**src/rtl/pwm_multi.sv**
```systemverilog
// rtl/pwm_multi.sv - N_CH-channel PWM sharing one period counter, double-buffered config; optional macro PWM_DEADTIME_EN
module pwm_multi #(
  parameter int N_CH     = 4,
  parameter int WIDTH    = 8,
  parameter int DT_WIDTH = 4
) (
  input  logic                   clk,
  input  logic                   reset,
  input  logic                   enable,
  input  logic                   cfg_load,
  input  logic [WIDTH-1:0]       cfg_period,
  input  logic [N_CH*WIDTH-1:0]  cfg_duty,
  input  logic                   cfg_center,
`ifdef PWM_DEADTIME_EN
  input  logic [DT_WIDTH-1:0]    cfg_deadtime,
  output logic [N_CH-1:0]        pwm_n_out,
`endif
  output logic [N_CH-1:0]        pwm_out,
  output logic                   period_start,
  output logic                   update_pending
);

  if (N_CH < 1 || N_CH > 8 || WIDTH < 1 || DT_WIDTH < 1) begin : g_bad_param
    $error("pwm_multi: parameter out of range");
  end

  logic                   run_q, run_d;
  logic [WIDTH-1:0]       cnt_q, cnt_d;
  logic                   dir_q, dir_d;
  logic [WIDTH-1:0]       sh_period_q, sh_period_d, act_period_q, act_period_d;
  logic [N_CH*WIDTH-1:0]  sh_duty_q, sh_duty_d, act_duty_q, act_duty_d;
  logic                   sh_center_q, sh_center_d, act_center_q, act_center_d;
  logic                   pend_q, pend_d;
  logic [N_CH-1:0]        pwm_q, pwm_d;
  logic                   ps_q, ps_d;

  logic                   running;
  logic                   last;
  logic                   commit;
  logic [WIDTH-1:0]       pe_m1;
  logic [N_CH-1:0]        cmp;

`ifdef PWM_DEADTIME_EN
  logic [DT_WIDTH-1:0]             sh_dt_q, sh_dt_d, act_dt_q, act_dt_d;
  logic [N_CH-1:0][DT_WIDTH-1:0]   dt_cnt_q, dt_cnt_d;
  logic [N_CH-1:0][DT_WIDTH-1:0]   rem;
  logic [N_CH-1:0]                 prev_p_q, prev_p_d, prev_n_q, prev_n_d;
  logic [N_CH-1:0]                 pwm_n_q, pwm_n_d;
  logic [N_CH-1:0]                 raw_p, raw_n;
`endif

  // Period counter: edge mode wraps at Pa, center mode bounces with each endpoint held twice
  always_comb begin
    run_d   = enable;
    running = enable & run_q;
    pe_m1   = (act_period_q == '0) ? '0 : act_period_q - 1'b1;
    last    = act_center_q ? (dir_q && (cnt_q == '0)) : (cnt_q == act_period_q);
    commit  = (running & last) | ~enable;
    cnt_d   = cnt_q;
    dir_d   = dir_q;
    if (!running || last) begin
      cnt_d = '0;
      dir_d = 1'b0;
    end else if (!act_center_q) begin
      cnt_d = cnt_q + 1'b1;
    end else if (!dir_q) begin
      if (cnt_q == pe_m1) dir_d = 1'b1;
      else                cnt_d = cnt_q + 1'b1;
    end else begin
      cnt_d = cnt_q - 1'b1;
    end
  end

  // Shadow capture and commit; a load landing on a commit point goes straight to the active set
  always_comb begin
    sh_period_d  = sh_period_q;
    sh_duty_d    = sh_duty_q;
    sh_center_d  = sh_center_q;
    act_period_d = act_period_q;
    act_duty_d   = act_duty_q;
    act_center_d = act_center_q;
    pend_d       = pend_q;
`ifdef PWM_DEADTIME_EN
    sh_dt_d      = sh_dt_q;
    act_dt_d     = act_dt_q;
`endif
    if (cfg_load) begin
      sh_period_d = cfg_period;
      sh_duty_d   = cfg_duty;
      sh_center_d = cfg_center;
`ifdef PWM_DEADTIME_EN
      sh_dt_d     = cfg_deadtime;
`endif
    end
    if (commit) begin
      if (cfg_load || pend_q) begin
        act_period_d = sh_period_d;
        act_duty_d   = sh_duty_d;
        act_center_d = sh_center_d;
`ifdef PWM_DEADTIME_EN
        act_dt_d     = sh_dt_d;
`endif
      end
      pend_d = 1'b0;
    end else if (cfg_load) begin
      pend_d = 1'b1;
    end
  end

  // Per-channel duty compare, optional dead-time insertion, period-start flag
  always_comb begin
    cmp   = '0;
    pwm_d = '0;
    for (int i = 0; i < N_CH; i++) begin
      cmp[i] = (cnt_q < act_duty_q[i*WIDTH +: WIDTH]);
    end
    ps_d = running & (cnt_q == '0) & ~dir_q;
`ifdef PWM_DEADTIME_EN
    raw_p    = '0;
    raw_n    = '0;
    rem      = '0;
    pwm_n_d  = '0;
    dt_cnt_d = '0;
    for (int i = 0; i < N_CH; i++) begin
      raw_p[i]    = running & cmp[i];
      raw_n[i]    = running & ~cmp[i];
      rem[i]      = ((raw_p[i] != prev_p_q[i]) || (raw_n[i] != prev_n_q[i])) ? act_dt_q : dt_cnt_q[i];
      pwm_d[i]    = raw_p[i] & (rem[i] == '0);
      pwm_n_d[i]  = raw_n[i] & (rem[i] == '0);
      dt_cnt_d[i] = (rem[i] == '0) ? '0 : rem[i] - 1'b1;
    end
    prev_p_d = raw_p;
    prev_n_d = raw_n;
`else
    pwm_d = {N_CH{running}} & cmp;
`endif
  end

  // State registers with synchronous active-high reset
  always_ff @(posedge clk) begin
    if (reset) begin
      run_q        <= 1'b0;
      cnt_q        <= '0;
      dir_q        <= 1'b0;
      sh_period_q  <= '0;
      sh_duty_q    <= '0;
      sh_center_q  <= 1'b0;
      act_period_q <= '0;
      act_duty_q   <= '0;
      act_center_q <= 1'b0;
      pend_q       <= 1'b0;
      pwm_q        <= '0;
      ps_q         <= 1'b0;
`ifdef PWM_DEADTIME_EN
      sh_dt_q      <= '0;
      act_dt_q     <= '0;
      dt_cnt_q     <= '0;
      prev_p_q     <= '0;
      prev_n_q     <= '0;
      pwm_n_q      <= '0;
`endif
    end else begin
      run_q        <= run_d;
      cnt_q        <= cnt_d;
      dir_q        <= dir_d;
      sh_period_q  <= sh_period_d;
      sh_duty_q    <= sh_duty_d;
      sh_center_q  <= sh_center_d;
      act_period_q <= act_period_d;
      act_duty_q   <= act_duty_d;
      act_center_q <= act_center_d;
      pend_q       <= pend_d;
      pwm_q        <= pwm_d;
      ps_q         <= ps_d;
`ifdef PWM_DEADTIME_EN
      sh_dt_q      <= sh_dt_d;
      act_dt_q     <= act_dt_d;
      dt_cnt_q     <= dt_cnt_d;
      prev_p_q     <= prev_p_d;
      prev_n_q     <= prev_n_d;
      pwm_n_q      <= pwm_n_d;
`endif
    end
  end

  assign pwm_out        = pwm_q;
  assign period_start   = ps_q;
  assign update_pending = pend_q;
`ifdef PWM_DEADTIME_EN
  assign pwm_n_out      = pwm_n_q;
`endif

endmodule

```
**config.mk**
```make
export PLATFORM = sky130hd
export DESIGN_NAME = pwm_multi
export DESIGN_NICKNAME = d
export VERILOG_FILES = /design/src/rtl/pwm_multi.sv
export SDC_FILE = /design/constraint.sdc
export NUM_CORES = 1
export LEC_CHECK = 0
export ABC_AREA = 1
export BUFFER_PORTS_ARGS = -buffer_cell sky130_fd_sc_hd__buf_2
export CAP_MARGIN = 5
export CORE_MARGIN = 3
export CORE_UTILIZATION = 35
export CTS_BUF_LIST = sky130_fd_sc_hd__clkbuf_16
export DETAILED_ROUTE_END_ITERATION = 6
export HOLD_SLACK_MARGIN = 0.02
export SYNTH_ARGS = -nofsm -noshare
export SYNTH_HDL_FRONTEND = slang
export SYNTH_SLANG_ARGS = --single-unit
export TNS_END_PERCENT = 30
```
**constraint.sdc**
```tcl
create_clock -name clk -period 1.7 [get_ports clk]
set_input_delay 0.34 -clock clk [delete_from_list [all_inputs] [get_ports clk]]
set_output_delay 0.34 -clock clk [all_outputs]
set_load 0.005 [all_outputs]
```
== Yosys cells after proc, flatten, opt, wreduce, memory -nomap -nowiden ==
Cells that the tools add are included.

* Register bits after elaboration: 98
* Bits of input ports: 45
* Output and inout bits: 6
* Logic and storage cells: 49

* $add $sub $neg: 3
* $lt $le $gt $ge: 4
* Eq/ne operators: 3
* Muxes and demuxes: 10
* Bitwise gates (word level): 8
* Reduce and logical (&&, ||, !) cells: 9

{| class="wikitable"
|+ Operator list
! kind !! count
|-
| two-way mux 8 bit || 5
|-
| < comparator 8 bit || 4
|-
| two-way mux 32 bit || 1
|-
| == test 8 bit || 2
|-
| zero test 8 bit || 2
|-
| subtractor 8 x 1 -> 8 bit, second input constant || 2
|-
| adder 8 x 1 -> 8 bit, second input constant || 1
|-
| bitwise AND 1 bit || 4
|-
| bitwise AND 4 bit || 1
|-
| two-way mux 1 bit || 4
|-
| OR reduction 2 bit || 2
|-
| inequality test 3 bit, second input constant || 1
|-
| logical OR 1 bit || 2
|-
| inverter 1 bit || 2
|-
| AND reduction 2 bit || 1
|-
| logical AND 1 bit || 1
|-
| zero test 1 bit || 1
|-
| OR 1 bit || 1
|}

== Longest topological paths before layout ==
Gate-level depths: netlist (run 1).

* Depth after elaboration: 6
* Depth in mapped cells: 14
* Mapped depth without buffers: 14

== Worst setup path after synthesis (run 1) ==
OpenSTA, ideal clock, no wires.

* Path type: register to register
* Start point: register act_period_q[0]
* End point: register cnt_q[0]
* Library setup time: 0.130 ns
* Data arrival time: 1.684 ns
* Data required time: 1.570 ns
* Setup slack: -0.114 ns
* Stages on the path, launching flop included: 14
* Buffers on the path: 1
* Clock period less this slack: 1.814 ns
* Path through: dfxtp_1 -> inv_2 -> ha_1 -> nand2_2 -> inv_2 -> nand2_4 -> buf_6 -> nand4_1 -> nand2_1 -> nand2_2 -> nor2_8 -> nand3_4 -> nand2_1 -> a21oi_1

* Longest elaborated chain between the ends: 4
* Elaborated cells on any way between the ends: 9
* Those cells by class: 1 x add/sub; 3 x eq/ne; 2 x mux; 3 x reduce/logical

{| class="wikitable"
|+ Ends and longest elaborated chain
! what !! line !! text
|-
| start, declared || 30 || <nowiki>logic [WIDTH-1:0] sh_period_q, sh_period_d, act_period_q, act_period_d;</nowiki>
|-
| start signal, assigned || 169 || <nowiki>act_period_q <= act_period_d;</nowiki>
|-
| subtractor 8 x 1 -> 8 bit, or another cell as far along || 56 || <nowiki>pe_m1 = (act_period_q == '0) ? '0 : act_period_q - 1'b1;</nowiki>
|-
| two-way mux 8 bit / two-way mux 1 bit (equally long branches) || 56, 57 ||
|-
| == test 8 bit / logical OR 1 bit (equally long branches) || 67, 61 ||
|-
| inequality test 3 bit (no source line) / OR reduction 2 bit (equally long branches) || - ||
|-
| end signal, assigned || 164 || <nowiki>cnt_q <= cnt_d;</nowiki>
|-
| end, declared || 28 || <nowiki>logic [WIDTH-1:0] cnt_q, cnt_d;</nowiki>
|}

Parallel ways exist; a longest one is shown, timed or not.
A chain may end at the register's enable or synchronous reset.

== Worst setup path after layout (run 1) ==
* Start point: register act_period_q[1]
* End point: register cnt_q[4]

The elaborated chain is that of the path after synthesis.

==> run metrics, run 1 <==
worst min path class in2reg; Antenna Nets Post-Route 0; Routed WL per cell 14.00 um; pwr/cell area 857.1 nW/um^2; via count 4,961; DR iter-0 viols 199; Simple-Gate Fraction of Synth Area 27.95%; CTS tree yes; RD Place Congestion 0.8602; grt total ovfl 0; crit path capture type flop; Critical path origin act_period_q[1]$_SDFFE_PP0P_; Post-Syn Area 5310 sq um; Slew headroom 78.81%; Post-Synth Adder-Cell Area 7.540%; Die Y 129.2 um; Clock Path Buffers 2; vias in the first global route 4,650; largest net degree at the start of global routing 63; final slew viol count 0; Required @ worst endpoint 1.93 ns; Syn Inst Count 703; Final WS setup -0.1114 ns; Root Buffer clkbuf_16; Non-Filler Instances 1,002; DR top layer met4; post-synthesis mux area share 7.729%; Cell Count Post-Placement 972; sequential area share after synthesis 36.95%; DR pass1 iterations 4; CTS Sinks 98; Worst R2R Path Depth 13; status finished, violations left; CP endpoint cnt_q[4]$_SDFFE_PP0P_; Antenna Cells 0; Max Clk Rate 0.5520 GHz; WL final 14,030 um; TritonCTS buffer count 9; commonest non-fill, non-tap cell in the layout nand2_1; Reg clk slew, reported paths 0.07 ns; post-cts hold buffer count 0; port bufs 50; R2R Path End cnt_q[4]$_SDFFE_PP0P_; area of the die 16,690 sq um; initial antenna violation count 0; final worst path period need 1.811 ns; crit path kind reg2reg; largest family of logic cells by synthesized area simple AND/OR/NAND/NOR gates; number of vias per cell 4.951; peak supply drop 0.7089 mV; num rows 44; Clock Latency Late Sink 0.35 ns; first-pass GRT wire length 22,060 um; Compound-Gate Fraction of Synth Area 9.189%; Area Growth Syn to Fin 34.24%; Die Width 129.2 um; Final setup viols 51; number of synthesized register bits 98; fin util 48.49%; flop-to-flop setup slack -0.11 ns; clk_skew 0.006746 ns; Syn Area/Cell 7.553 sq um; period utilization 106.6%; share of layout cells above drive strength 1 30.56%; Core ar. 14,700 sq um; dpl ws -0.1756 ns; failing checks setup timing; met2 routed wirelength 6625 um; commonest non-fill, non-tap cells in the layout nand2_1, nor2_1, dfxtp_1; worst-margin pin slew 0.3090 ns; final instance area 7128 sq um; post-synthesis net count 780; Area after DPL 6205 sq um; Overall Global Routing Usage 16.30%; RSZ-0062 raised after global routing true; HPWL after detailed placement 9523 um; Warnings, synthesis 0; Reg-to-Reg Start act_period_q[1]$_SDFFE_PP0P_; Lkg Pwr 3.325 nW; Yosys cell types 35; Fin. Hold Viols 0; Nets 890; htree depth 3; MaxCap Viol Count 0; crit start category flop; M1 WL 6525 um; initial core utilization 36.13%; met3 routed WL 583 um; largest fanout on the critical path 8; Post-Synth XOR/XNOR Area 2.144%; io pins 51; CP arrival 2.04 ns; DRC 0
==> worst max-delay path, cell delays in order (launching register included) <==
cell and delay, ns:
dfxtp_2 0.32, inv_2 0.08, ha_4 0.19, buf_12 0.12, xor2_4 0.17, nand2_1 0.07
nand2_1 0.06, nand2_1 0.06, inv_2 0.08, nand2_4 0.08, nor2_8 0.16, nand3_4 0.14
nand2_1 0.10, a21oi_1 0.07
==> how the worst min path moves through the flow <==
stage	startpoint	endpoint	slack, ns	depth (start not counted)
after detailed placement	act_duty_q[26]$_SDFFE_PP0P_	act_duty_q[26]$_SDFFE_PP0P_	0.47	2
after global routing	reset	run_q$_SDFF_PP0_	0.22	2
after global placement	act_duty_q[13]$_SDFFE_PP0P_	act_duty_q[13]$_SDFFE_PP0P_	0.46	2
final	reset	run_q$_SDFF_PP0_	0.24	2
after CTS	reset	run_q$_SDFF_PP0_	0.23	2
after floorplan	reset	run_q$_SDFF_PP0_	0.43	1
==> stage by stage <==
step	power, mW	hold WS [ns]	TNS [ns]
2_1_floorplan	3.415	0.4339	0
5_1_grt	6.441	0.2217	-11.12
6_report	6.109	0.2361	-3.304
4_1_cts	5.898	0.2291	-3.224
3_3_place_gp	3.759	0.4597	-3.065
3_5_place_dp	3.769	0.4687	-5.982
==> metal layers <==
metal / up-vias / global-route usage [%]
li1: 2568 / -
met1: 2267 / 21.45
met2: 100 / 27.01
met3: 26 / 3.092
met4: 0 / 5.250
met5: - / 0
==> flip-flops by register name, summed over array words and instances, names as in the netlist <==
| signal | cells |
|---|---|
| sh_center_q | 1 |
| act_center_q | 1 |
| pwm_out | 4 |
| act_period_q | 8 |
| act_duty_q | 32 |
| sh_duty_q | 32 |
| dir_q | 1 |
| period_start | 1 |
| sh_period_q | 8 |
| cnt_q | 8 |
| update_pending | 1 |
| run_q | 1 |
==> cells in the mapped netlist <==
cell type,count,share of area (%)
nand2_2,6,0.71
ha_1,32,7.5
a21boi_0,3,0.42
nand2_1,121,8.6
nor2_1,96,6.8
nor2_8,2,0.75
clkinv_2,1,0.094
clkbuf_1,12,0.85
xor2_1,11,1.8
or2_2,1,0.12
o211ai_1,3,0.42
dfxtp_1,98,37
a31oi_1,1,0.12
o21ai_1,1,0.094
nor3_1,4,0.38
and2_1,2,0.24
nand4_1,16,1.9
buf_2,6,0.57
inv_1,52,3.7
nand3_4,1,0.33
inv_2,8,0.57
buf_6,10,2.1
nand2_4,3,0.64
a21oi_1,69,6.5
xnor2_1,2,0.33
nand3_1,68,6.4
nor2_2,2,0.24
nor4_1,3,0.35
buf_1,9,0.64
nand3_2,1,0.19
o22ai_1,5,0.59
mux2i_1,41,7.7
o21ai_0,11,1.0
nor4_2,1,0.24
nor3b_1,1,0.14
==> timing repair <==
item                                    4_1_cts  5_1_grt
setup buffers                                 3        2
pin swaps                                     7       41
gates cloned                                  2        9
resized for setup                            16       84
endpoints found under the hold margin         0        0
endpoints found under the setup margin       53       54
==> logic make-up after synthesis <==
kind of cell / count (synthesis)
buffers and inverters: 98
AOI/OAI and AO/OA: 93
and+or+nand+nor: 328
muxes: 41
adders and majority gates: 32
xor gates and xnor gates: 13
DFF: 98
==> layout make-up <==
type                            count  area, sq um
Clock buffer                        9        225.2
Sequential cell                    98         1986
Timing Repair Buffer              132         1100
Multi-Input combinational cell    511         3274
Tap cell                          184        230.2
Fill cell                        1418         7571
Clock inverter                      7        75.07
Inverter                           61        237.7
==> power breakdown <==
part	switching (mW)	leakage, nW	total (mW)	internal (mW)
Sequential	0.0780	0.813	2.52	2.44
Clock	0.916	0.150	2.07	1.15
Combinational	0.851	2.36	1.52	0.669
Total	1.84	3.33	6.11	4.26
No activity file was read; power rests on OpenSTA's default activity.
==> inputs of run 2 (changes only) <==
- SETUP_SLACK_MARGIN: not set -> 0.15
==> run metrics, run 2 (same netlist as run 1, synthesis figures left out) <==
status finished, violations left; failing checks setup timing; final worst path period need 1.889 ns; initial antenna violation count 0; Clock Latency Late Sink 0.35 ns; num rows 44; Reg area 1986 sq um; Area Growth Syn to Fin 30.54%; Non-Filler Instances 997; Max Clk Rate 0.5295 GHz; Required @ worst endpoint 1.98 ns; HPWL after detailed placement 9539 um; met3 routed WL 543 um; DR top layer met4; Core ar. 14,700 sq um; Slew headroom 79.07%; Overall Global Routing Usage 16.31%; Clock Path Buffers 2; crit start category flop; via count 4,879; CTS Sinks 98; Die Y 129.2 um; CTS tree yes; Lkg Pwr 3.250 nW; worst min path class in2reg; CP arrival 2.17 ns; Final setup viols 46; peak supply drop 0.7602 mV; first-pass GRT wire length 22,010 um; Final WS setup -0.1885 ns; commonest non-fill, non-tap cells in the layout nand2_1, nor2_1, dfxtp_1; fin util 47.16%; commonest non-fill, non-tap cell in the layout nand2_1; io pins 51; initial core utilization 36.13%; grt total ovfl 0; TritonCTS buffer count 9; period utilization 111.1%; final slew viol count 0; Reg clk slew, reported paths 0.07 ns; Root Buffer clkbuf_16; post-cts hold buffer count 0; multi-input combinational cell area 3226 sq um; vias in the first global route 4,480; Largest regs act_duty_q x32, sh_duty_q x32; largest net degree at the start of global routing 60; crit path kind reg2reg; Antenna Nets Post-Route 0; port bufs 50; Fin. Hold Viols 0; Nets 885; crit path capture type flop; met2 routed wirelength 6567 um; RD Place Congestion 0.8565; area of the die 16,690 sq um; DR iter-0 viols 246; number of vias per cell 4.894; Routed WL per cell 13.78 um; RSZ-0062 raised after global routing true; worst-margin pin slew 0.3051 ns; share of layout cells above drive strength 1 29.03%; Filler cells 1,454; MaxCap Viol Count 0; final instance area 6932 sq um; clk_skew 0.005337 ns; Cell Count Post-Placement 970; Antenna Cells 0; pwr/cell area 830.0 nW/um^2; largest fanout on the critical path 8; M1 WL 6443 um; DR pass1 iterations 5; Area after DPL 6243 sq um; Die Width 129.2 um; WL final 13,740 um; DRC 0; htree depth 3
run 2: cell types whose count changed in the layout (fill, tap and decap cells not counted), moves of 3 or more:
cell	delta
buf_4	+6
nand2_2	-6
a21oi_1	-3
buf_6	-3
nand2_1	+8
a21oi_2	+3
buf_12	-5
run 2: layout make-up:
cell class / instances / area share, %
Clock inverter: 7 / 0.6498
Inverter: 61 / 3.556
Sequential cell: 98 / 28.65
Timing Repair Buffer: 128 / 14.04
Multi-Input combinational cell: 510 / 46.53
Tap cell: 184 / 3.321
Clock buffer: 9 / 3.249
run 2: worst paths after layout:
path / end / cells after the start / startpoint / slack, ns
worst max-delay path: act_period_q[2]$_SDFFE_PP0P_ / 12 / cnt_q[1]$_SDFFE_PP0P_ / -0.19
worst min-delay path: run_q$_SDFF_PP0_ / 2 / reset / 0.22
worst max register to register: act_period_q[2]$_SDFFE_PP0P_ / 12 / cnt_q[1]$_SDFFE_PP0P_ / -0.19
worst min register to register: act_duty_q[29]$_SDFFE_PP0P_ / 2 / act_duty_q[29]$_SDFFE_PP0P_ / 0.47
run 2: metrics by stage:
step	setup WS, ns	power (mW)	TNS [ns]	hold WS (ns)
2_1_floorplan	0.01203	3.424	0	0.4339
3_3_place_gp	-0.1835	3.720	-5.110	0.4610
3_5_place_dp	-0.1759	3.727	-5.136	0.4678
4_1_cts	-0.1559	5.658	-4.607	0.2172
5_1_grt	-0.3313	6.075	-13.03	0.2235
6_report	-0.1885	5.753	-6.017	0.2246
run 2: what timing repair did:
action / 4_1_cts / 5_1_grt
pin swaps: 5 / 24
resized for setup: 16 / 48
setup endpoints to repair: 54 / 54
setup buffers: 0 / 4
gates cloned: 1 / 6
run 2: critical path, stage by stage (launching register included):
cell and delay [ns]:
dfxtp_4 0.36, inv_4 0.07, ha_4 0.14, nand3_4 0.07
nor4_4 0.24, nand3_1 0.14, o21ai_2 0.10, nand2_2 0.11
nand2_8 0.15, buf_12 0.14, buf_12 0.12, a21oi_1 0.06
nor2_1 0.11
run 2: power breakdown:
part	switching, mW	internal (mW)
Sequential	0.0747	2.44
Combinational	0.778	0.563
Clock	0.909	0.987
Total	1.76	3.99
run 2: routing by layer:
layer  GRT usage, %  up-vias
li1               -     2544
met4          5.003        0
met3          2.803       11
met5              0        -
met1          22.38     2232
met2          26.25       92
